**src/rtl/fetch_pkg.sv**
```systemverilog
// Shared types and constants for the instruction fetch unit.
// Holds the queue entry layout and the PC increment helper.
package fetch_pkg;

   localparam int XLEN      = 32;
   localparam int INSTR_W   = 32;
   localparam logic [XLEN-1:0] RESET_PC_DEF = 32'h0000_0000;
   localparam int DEPTH_DEF = 2;

   function automatic int cnt_w(input int d);
      return $clog2(d + 1);
   endfunction

   localparam int CNT_W = cnt_w(DEPTH_DEF);

   typedef struct packed {
      logic [XLEN-1:0]    pc;
      logic [INSTR_W-1:0] instr;
   } fq_entry_t;

   function automatic logic [XLEN-1:0] pc_next(input logic [XLEN-1:0] pc);
      return pc + XLEN'(4);
   endfunction

endpackage

```
**src/rtl/fetch_fifo.sv**
```systemverilog
// Instruction queue of {pc, instr} entries with synchronous clear.
// Head is presented directly from storage; zero while empty.
module fetch_fifo
   import fetch_pkg::*;
#(
   parameter int DEPTH = DEPTH_DEF
) (
   input  logic                      clk,
   input  logic                      rst,
   input  logic                      push_i,
   input  fq_entry_t                 din_i,
   input  logic                      pop_i,
   input  logic                      clear_i,
   output fq_entry_t                 dout_o,
   output logic [cnt_w(DEPTH)-1:0]   count_o,
   output logic                      full_o,
   output logic                      empty_o
);

   localparam int CW = cnt_w(DEPTH);
   localparam int PW = $clog2(DEPTH);

   fq_entry_t         mem_q [DEPTH];
   logic [PW-1:0]     rd_q, rd_d;
   logic [PW-1:0]     wr_q, wr_d;
   logic [CW-1:0]     cnt_q, cnt_d;
   logic              do_push;
   logic              do_pop;

   function automatic logic [PW-1:0] ptr_inc(input logic [PW-1:0] p);
      return (p == PW'(DEPTH - 1)) ? '0 : p + PW'(1);
   endfunction

   assign full_o  = (cnt_q == CW'(DEPTH));
   assign empty_o = (cnt_q == '0);
   assign count_o = cnt_q;
   assign dout_o  = empty_o ? '0 : mem_q[rd_q];

   always_comb begin
      do_push = push_i && !full_o && !clear_i;
      do_pop  = pop_i && !empty_o && !clear_i;
      rd_d    = rd_q;
      wr_d    = wr_q;
      cnt_d   = cnt_q;
      if (clear_i) begin
         rd_d  = '0;
         wr_d  = '0;
         cnt_d = '0;
      end else begin
         if (do_push) wr_d = ptr_inc(wr_q);
         if (do_pop)  rd_d = ptr_inc(rd_q);
         cnt_d = cnt_q + CW'(do_push) - CW'(do_pop);
      end
   end

   always_ff @(posedge clk or posedge rst) begin
      if (rst) begin
         rd_q  <= '0;
         wr_q  <= '0;
         cnt_q <= '0;
      end else begin
         rd_q  <= rd_d;
         wr_q  <= wr_d;
         cnt_q <= cnt_d;
      end
   end

   always_ff @(posedge clk) begin
      if (do_push) mem_q[wr_q] <= din_i;
   end

endmodule

```
**src/rtl/fetch_unit.sv**
```systemverilog
// Credit-based instruction fetch with in-order responses and redirect.
// Responses already in flight at a redirect are counted out and dropped.
module fetch_unit
   import fetch_pkg::*;
#(
   parameter logic [XLEN-1:0] RESET_PC = RESET_PC_DEF,
   parameter int              DEPTH    = DEPTH_DEF
) (
   input  logic               clk,
   input  logic               rst,
   input  logic               redirect_valid,
   input  logic [XLEN-1:0]    redirect_pc,
   output logic               imem_req_valid,
   output logic [XLEN-1:0]    imem_req_addr,
   input  logic               imem_req_ready,
   input  logic               imem_rsp_valid,
   input  logic [INSTR_W-1:0] imem_rsp_data,
   output logic               if_valid,
   output logic [XLEN-1:0]    if_pc,
   output logic [INSTR_W-1:0] if_instr,
   input  logic               if_ready
);

   localparam int CW = cnt_w(DEPTH);

   logic [XLEN-1:0] fetch_pc_q, fetch_pc_d;
   logic [XLEN-1:0] rsp_pc_q, rsp_pc_d;
   logic [CW-1:0]   out_q, out_d;
   logic [CW-1:0]   disc_q, disc_d;
   logic [CW-1:0]   q_count;
   logic [CW:0]     credit;
   logic [XLEN-1:0] tgt_pc;
   logic            accept, rsp_ok, keep, drop, pop;
   logic            q_full, q_empty;
   fq_entry_t       head, tail;

   // Queued plus in-flight (including doomed) words must fit the queue.
   assign credit = {1'b0, q_count} + {1'b0, out_q};
   assign imem_req_valid = !rst && !redirect_valid
                         && (credit < (CW+1)'(DEPTH));
   assign imem_req_addr  = fetch_pc_q;
   assign accept = imem_req_valid && imem_req_ready;
   assign rsp_ok = imem_rsp_valid && (out_q != '0);
   assign keep   = rsp_ok && !redirect_valid && (disc_q == '0);
   assign drop   = rsp_ok && !redirect_valid && (disc_q != '0);
   assign pop    = if_valid && if_ready && !redirect_valid;
   assign tgt_pc = redirect_pc & ~XLEN'(3);
   assign tail   = '{pc: rsp_pc_q, instr: imem_rsp_data};

   assign if_valid = !q_empty;
   assign if_pc    = head.pc;
   assign if_instr = head.instr;

   always_comb begin
      fetch_pc_d = fetch_pc_q;
      rsp_pc_d   = rsp_pc_q;
      disc_d     = disc_q;
      out_d      = out_q + CW'(accept) - CW'(rsp_ok);
      if (redirect_valid) begin
         fetch_pc_d = tgt_pc;
         rsp_pc_d   = tgt_pc;
         disc_d     = out_q - CW'(rsp_ok);
      end else begin
         if (accept) fetch_pc_d = pc_next(fetch_pc_q);
         if (keep)   rsp_pc_d   = pc_next(rsp_pc_q);
         if (drop)   disc_d     = disc_q - CW'(1);
      end
   end

   always_ff @(posedge clk or posedge rst) begin
      if (rst) begin
         fetch_pc_q <= RESET_PC;
         rsp_pc_q   <= RESET_PC;
         out_q      <= '0;
         disc_q     <= '0;
      end else begin
         fetch_pc_q <= fetch_pc_d;
         rsp_pc_q   <= rsp_pc_d;
         out_q      <= out_d;
         disc_q     <= disc_d;
      end
   end

   fetch_fifo #(.DEPTH(DEPTH)) u_fifo (
      .clk     (clk),
      .rst     (rst),
      .push_i  (keep),
      .din_i   (tail),
      .pop_i   (pop),
      .clear_i (redirect_valid),
      .dout_o  (head),
      .count_o (q_count),
      .full_o  (q_full),
      .empty_o (q_empty)
   );

   a_no_push_full: assert property (
      @(posedge clk) disable iff (rst) !(keep && q_full));

endmodule

```
**config.mk**
```make
export PLATFORM = sky130hd
export DESIGN_NAME = fetch_unit
export DESIGN_NICKNAME = d
export VERILOG_FILES = /design/src/rtl/fetch_pkg.sv /design/src/rtl/fetch_fifo.sv /design/src/rtl/fetch_unit.sv
export SDC_FILE = /design/constraint.sdc
export NUM_CORES = 1
export LEC_CHECK = 0
export CAP_MARGIN = 20
export CORE_AREA = 2 2 141 143
export DETAILED_ROUTE_END_ITERATION = 8
export DIE_AREA = 0 0 143 145
export PLACE_DENSITY = 0.8
export SETUP_SLACK_MARGIN = 0.15
export SLEW_MARGIN = 30
export SYNTH_ARGS = -nofsm -noshare
export SYNTH_HDL_FRONTEND = slang
export SYNTH_SLANG_ARGS = --single-unit
```
**constraint.sdc**
```tcl
create_clock -name clk -period 7.12 [get_ports clk]
set_clock_uncertainty 0.15 [all_clocks]
set_input_delay 1.068 -clock clk [delete_from_list [all_inputs] [get_ports clk]]
set_output_delay 1.068 -clock clk [all_outputs]
set_load 0.01 [all_outputs]
```
==> results by group, run 1 <==
Drt
  – Via count: 6472
  – DR WL/cell: 17.8 µm
  – Remaining DRCs: 0
  – Drt total wl: 20600 µm
  – Post-route ant nets: 0
  – 1st-pass router iterations: 5
  – 1st-iter DRT viols: 424
  – Via density: 5.60

Finish
  – Layout cells sized above 1: 7.63%
  – Diode count: 0
  – Nets: 957
  – Layout area overhead: 29.2%
  – Core Util, Final: 59.9%

Synth
  – Yosys warns: 0
  – Post-synthesis instance total: 728
  – Register bit total from synthesis: 192
  – Cell taking the most area after synthesis: edfxtp_1
  – EDFF count, synth: 124
  – Top_reg_cell synth: edfxtp_1
  – Netlist cell types: 50
  – Synth area leaders: edfxtp_1 (42%), dfrtp_1 (19%), mux2i_1 (7.4%)
  – Sequential share of the synthesized area: 61.0%
  – Fraction of registers with async set/reset: 35.4%
  – Synthesized cell area: 0.00890 mm²
  – Synth cell count leaders: edfxtp_1 (124), nor2_1 (99), dfrtp_1 (68)
  – Most common cell in the netlist: edfxtp_1
  – Synth top area share: 41.8%
  – Syn_area_per_cell: 12.2 µm²

Global routing
  – Vias in the first global route: 6278
  – Initial antenna violation count: 0
  – Largest net degree at the start of global routing: 64
  – Grt total ovfl: 0
  – Global Route Usage Sum: 20.0%
  – First-pass GRT wire length: 32600 µm

Worst setup path
  – WP data required: 5.90 ns
  – Startpoint Class: flop
  – CP Capture Type: primary output
  – Worst Path Max Fanout: 5
  – CP Class: reg -> out
  – CP arrival: 2.71 ns

Power and ir drop
  – P_sw: 0.876 mW
  – Comb pwr share: 22.0%
  – Pwr Density: 284 mW/mm²
  – Cell leakage power: 3.92 nW
  – Clock power share: 34.8%
  – Share of power burned in registers: 43.2%
  – Switching share of power: 26.8%
  – Peak VDD IR: 0.161 mV
  – Power Internal: 2.39 mW

STA
  – Slew @ Worst Pin: 0.971 ns
  – Final setup viols: 0
  – Maximum clock rate: 255 MHz
  – Fin. Hold Viols: 0
  – Min cycle time layout: 3.93 ns
  – Max_slew headroom: 35.3%
  – Final slew viol count: 0
  – Setup TNS: 0 ns
  – RSZ-0062 raised after global routing: no
  – Period utilisation layout: 55.2%

CTS
  – CTS tree: done
  – Clk buf depth: 2
  – # resized after CTS: 0
  – Clk_lat worst skew: 0.43 ns
  – Cts bufs inserted: 17
  – CTS H-Tree Depth: 4
  – Root Buffer: clkbuf_16
  – Clock Sinks: 192
  – Cts hold-fix bufs: 0
  – Postcts setup bufs: 0
  – Clock-pin slew on the worst setup and hold paths: 0.07 ns

Floorplan
  – Initial core utilization: 46.3%
  – Die area: 0.0207 mm²
  – I/O pins: 168
  – Core ar.: 0.0192 mm²
  – Die X: 143 µm
  – Placement Rows: 51
  – Die height: 145 µm

Flow run
  – Max-cap check violation count: 0

Placed design
  – Port Buffer Count: 161
  – DPL Wire Length: 14000 µm
  – GPL Wtd Cong: 0.877

Run status
  – Status: complete, no violations

Worst hold path
  – Tightest Hold Check Type: reg -> reg
[layout make-up]
type,count,area [µm²]
Clock buffer,19,433
Clock inverter,13,279
Fill cell,1487,7710
Inverter,16,60.1
Multi-Input combinational cell,483,3290
Sequential cell,192,5430
Tap cell,265,332
Timing Repair Buffer,168,1670
[metal layers]
layer / routed length (µm) / GRT usage, % / vias up
met2: 9540 / 31.8 / 280
li1: - / - / 3041
met5: 0 / 0 / -
met1: 8970 / 26.7 / 3121
met3: 1760 / 5.28 / 30
met4: 359 / 6.73 / 0
[power by group through the flow]
| stage | Clock, mW | Combinational [mW] | Sequential (mW) |
|---|---|---|---|
| 2_1_floorplan | 0 | 0.422 | 1.39 |
| 3_3_place_gp | 0 | 0.687 | 1.44 |
| 3_5_place_dp | 0 | 0.716 | 1.43 |
| 4_1_cts | 1.15 | 0.722 | 1.41 |
| 5_1_grt | 1.21 | 0.785 | 1.42 |
| 6_report | 1.14 | 0.720 | 1.41 |
[worst max-delay path, stage by stage (launching register included)]
cell and delay [ns]:
dfrtp_1 0.45, inv_1 0.09, nor2_1 0.11, fa_1 0.51, nor4_2 0.49, clkdlybuf4s50_1 0.64
[per-stage QoR]
stage / std cells / total power [mW] / hold WS [ns] / setup slack [ns] / cell area [µm²]
4_1_cts: 1156 / 3.28 / 0.353 / 3.21 / 11500
3_3_place_gp: 1123 / 2.12 / 0.330 / 3.04 / 10800
6_report: 1156 / 3.27 / 0.358 / 3.19 / 11500
2_1_floorplan: 731 / 1.81 / 0.306 / 1.49 / 8920
5_1_grt: 1156 / 3.41 / 0.371 / 3.08 / 11500
3_5_place_dp: 1124 / 2.15 / 0.341 / 2.98 / 10800
[kinds of logic after synthesis]
family | synth area share [%]
simple gates | 16.7
compound gates | 6.69
xor+xnor | 2.46
mux | 9.19
buf+inv | 2.62
fa+ha+maj | 1.35
flops | 61.0
other cells | 0.0421
[path summary, 6_finish.rpt]
kind                              start                  end  slack, ns  depth (start not counted)
max                            out_q[0]       imem_req_valid       3.19                          5
min                        rsp_pc_q[31]  u_fifo.mem_q[0][63]       0.36                          0
max reg2reg                    out_q[0]    imem_req_addr[28]       3.73                          7
min reg2reg                rsp_pc_q[31]  u_fifo.mem_q[0][63]       0.36                          0
max in group asynchronous           rst          u_fifo.rd_q       4.75                          3
min in group asynchronous           rst    imem_req_addr[17]       1.05                          2
[sequential cells by signal, summed over array words and instances (netlist names)]
register / cells
imem_req_addr: 30
u_fifo.mem_q: 124
u_fifo.count_o: 2
out_q: 2
disc_q: 2
u_fifo.rd_q: 1
u_fifo.wr_q: 1
rsp_pc_q: 30
[cells in the final DEF, fill, tap and decap left out, types with 15 or more instances in the layout]
master	count
a31oi_1	20
clkbuf_16	17
clkdlybuf4s50_1	160
dfrtp_1	67
edfxtp_1	124
mux2i_1	66
nand2_1	32
nand3_1	18
nand4_1	18
nor2_1	98
nor3_1	19
o31ai_1	15
or4_1	20
xnor2_1	18
No activity file was read; power rests on OpenSTA's default activity.
==> run 2: changes to the inputs <==
--- a/config.mk
+++ b/config.mk
@@ -6,10 +6,10 @@
 export NUM_CORES = 1
 export LEC_CHECK = 0
 export CAP_MARGIN = 20
-export CORE_AREA = 2 2 141 143
+export CORE_AREA = 2 2 134 136
 export DETAILED_ROUTE_END_ITERATION = 8
-export DIE_AREA = 0 0 143 145
-export PLACE_DENSITY = 0.8
+export DIE_AREA = 0 0 136 138
+export PLACE_DENSITY = 0.84
 export SETUP_SLACK_MARGIN = 0.15
 export SLEW_MARGIN = 30
 export SYNTH_ARGS = -nofsm -noshare
==> constraint.sdc (replaced) <==
create_clock -name clk -period 4 [get_ports clk]
set_clock_uncertainty 0.15 [all_clocks]
set_input_delay 0.6 -clock clk [delete_from_list [all_inputs] [get_ports clk]]
set_output_delay 0.6 -clock clk [all_outputs]
set_load 0.01 [all_outputs]
==> results by group, run 2 (synthesized netlist as in run 1, its figures left out) <==
Worst setup path
  – CP Cell Sequence: inv_1 > nor2_1 > fa_1 > nor4_2 > clkdlybuf4s50_1 (unchanged)
  – RR Startpoint: out_q[0] (unchanged)
  – Worst path slowest cell: clkdlybuf4s50_1 (unchanged)
  – Cell depth of the worst setup path: 5 (unchanged)
  – CP Class: reg -> out (unchanged)
  – WP data required: 3.25 ns (was 5.90 ns)
  – CP Capture Type: primary output (unchanged)
  – Worst R2R End: imem_req_addr[28] (unchanged)
  – Startpoint Class: flop (unchanged)
  – CP top delay family: buffers and inverters (unchanged)
  – Largest stage delay, worst path: 0.64 ns (about the same)
  – CP arrival: 2.64 ns (was 2.71 ns)
  – R2R depth: 8 (was 7)
  – Worst Path Max Fanout: 5 (unchanged)
  – Buffer and inverter count on the worst path: 2 (unchanged)
  – Reg2Reg Setup Slack: 0.93 ns (was 3.73 ns)

CTS
  – Cts bufs inserted: 17 (unchanged)
  – Root Buffer: clkbuf_16 (unchanged)
  – # resized after CTS: 0 (unchanged)
  – Clk buf depth: 2 (unchanged)
  – Postcts setup bufs: 0 (unchanged)
  – Cts hold-fix bufs: 0 (unchanged)
  – CTS tree: done (unchanged)
  – Clock-pin slew on the worst setup and hold paths: 0.07 ns (about the same)
  – CTS H-Tree Depth: 4 (unchanged)
  – Clk_lat worst skew: 0.42 ns (was 0.43 ns)
  – Clock Sinks: 192 (unchanged)

Finish
  – Largest register FFs: 124 (unchanged)
  – Biggest register: u_fifo.mem_q (unchanged)
  – Layout cells sized above 1: 7.90% (was 7.63%)
  – Layout area overhead: 27.9% (was 29.2%)
  – Core Util, Final: 64.9% (was 59.9%)
  – Fin cells: 1128 (was 1156)
  – Most frequent cells in the layout: clkdlybuf4s50_1 (160), edfxtp_1 (124), nor2_1 (98) (unchanged)
  – Most common cell after layout, fill and taps aside: clkdlybuf4s50_1 (unchanged)
  – Nets: 965 (was 957)
  – Diode count: 0 (unchanged)

Placed design
  – Port Buffer Count: 161 (unchanged)
  – DPL Wire Length: 14100 µm (was 14000 µm)
  – GPL Wtd Cong: 0.873 (was 0.877)
  – Placed Instances: 1096 (was 1124)

Drt
  – 1st-iter DRT viols: 615 (was 424)
  – Post-route ant nets: 0 (unchanged)
  – Remaining DRCs: 0 (unchanged)
  – DR WL/cell: 17.9 µm (was 17.8 µm)
  – Drt total wl: 20200 µm (was 20600 µm)
  – Via count: 6571 (was 6472)
  – Via density: 5.83 (was 5.60)
  – 1st-pass router iterations: 5 (unchanged)

Power and ir drop
  – Power Internal: 3.87 mW (was 2.39 mW)
  – Cell leakage power: 3.87 nW (was 3.92 nW)
  – P_sw: 1.53 mW (was 0.876 mW)
  – Pwr Density: 474 mW/mm² (was 284 mW/mm²)
  – Switching share of power: 28.3% (was 26.8%)
  – Clock power share: 29.6% (was 34.8%)
  – Share of power burned in registers: 46.5% (was 43.2%)
  – Peak VDD IR: 0.302 mV (was 0.161 mV)
  – Comb pwr share: 23.9% (was 22.0%)

Floorplan
  – I/O pins: 168 (unchanged)
  – Die height: 138 µm (was 145 µm)
  – Die area: 0.0188 mm² (was 0.0207 mm²)
  – Placement Rows: 49 (was 51)
  – Die X: 136 µm (was 143 µm)
  – Core ar.: 0.0175 mm² (was 0.0192 mm²)
  – Initial core utilization: 50.8% (was 46.3%)

Worst hold path
  – Worst hold path depth: 0 (unchanged)
  – Hold path startpoint: rsp_pc_q[5] (was rsp_pc_q[31])
  – Tightest Hold Check Type: reg -> reg (unchanged)
  – Hold Crit Endpoint: u_fifo.mem_q[0][37] (was u_fifo.mem_q[0][63])

STA
  – Maximum clock rate: 295 MHz
  – Period utilisation layout: 84.7%
  – Final setup viols: 0 (unchanged)
  – Final slew viol count: 0 (unchanged)
  – Fin. Hold Viols: 0 (unchanged)
  – Slew @ Worst Pin: 0.866 ns (was 0.971 ns)
  – Setup TNS: 0 ns (unchanged)
  – RSZ-0062 raised after global routing: no (unchanged)
  – Min cycle time layout: 3.39 ns
  – Max_slew headroom: 42.1% (was 35.3%)

Flow run
  – Max-cap check violation count: 0 (unchanged)

Global routing
  – Grt total ovfl: 0 (unchanged)
  – Initial antenna violation count: 0 (unchanged)
  – Global Route Usage Sum: 21.4% (was 20.0%)
  – First-pass GRT wire length: 31400 µm (was 32600 µm)
  – Vias in the first global route: 6206 (was 6278)
  – Largest net degree at the start of global routing: 57 (was 64)

Run status
  – Status: complete, no violations (unchanged)
[run 2: cell types whose count changed in the layout (fill, tap and decap cells not counted), sizes merged]
cell / delta
buf: +8
bufinv: -6
clkinv: +4
clkinvlp: +4
inv: -2
[run 2: metal layers]
layer	vias up	routed length, µm	global-route usage, %
met3	44	1920	5.87
met2	333	9470	33.4
met5	-	0	0
li1	3053	-	-
met4	0	416	7.51
met1	3141	8390	28.9
[run 2: final cells by class]
| class | count | area (µm²) |
|---|---|---|
| Fill cell | 1326 | 6150 |
| Sequential cell | 192 | 5430 |
| Multi-Input combinational cell | 483 | 3280 |
| Timing Repair Buffer | 176 | 1770 |
| Clock buffer | 19 | 433 |
| Tap cell | 229 | 287 |
| Clock inverter | 13 | 120 |
| Inverter | 16 | 60.1 |
[run 2: per-stage QoR]
| step | total power, mW | hold slack, ns | setup slack [ns] | instance area (µm²) |
|---|---|---|---|---|
| after floorplan | 3.23 | 0.306 | 0.281 | 8930 |
| after global placement | 3.79 | 0.354 | 0.919 | 10800 |
| after detailed placement | 3.83 | 0.372 | 0.844 | 10800 |
| after CTS | 5.42 | 0.389 | 0.613 | 11400 |
| after global routing | 5.64 | 0.408 | 0.440 | 11400 |
| final | 5.39 | 0.397 | 0.611 | 11400 |
[run 2: how the worst max path moves through the flow]
stage / startpoint / to / slack (ns)
3_3_place_gp: imem_rsp_valid / rsp_pc_q[13] / 0.92
4_1_cts: out_q[0] / imem_req_valid / 0.61
6_report: out_q[0] / imem_req_valid / 0.61
5_1_grt: out_q[0] / imem_req_valid / 0.44
2_1_floorplan: redirect_valid / u_fifo.mem_q[0][0] / 0.28
3_5_place_dp: imem_rsp_valid / rsp_pc_q[13] / 0.84
[run 2: power groups by stage]
| stage | Combinational, mW | Clock, mW | Sequential (mW) |
|---|---|---|---|
| CTS | 1.30 | 1.62 | 2.51 |
| floorplan | 0.753 | 0 | 2.47 |
| global placement | 1.26 | 0 | 2.53 |
| detailed placement | 1.29 | 0 | 2.54 |
| global route | 1.40 | 1.70 | 2.53 |
| finish | 1.29 | 1.60 | 2.51 |
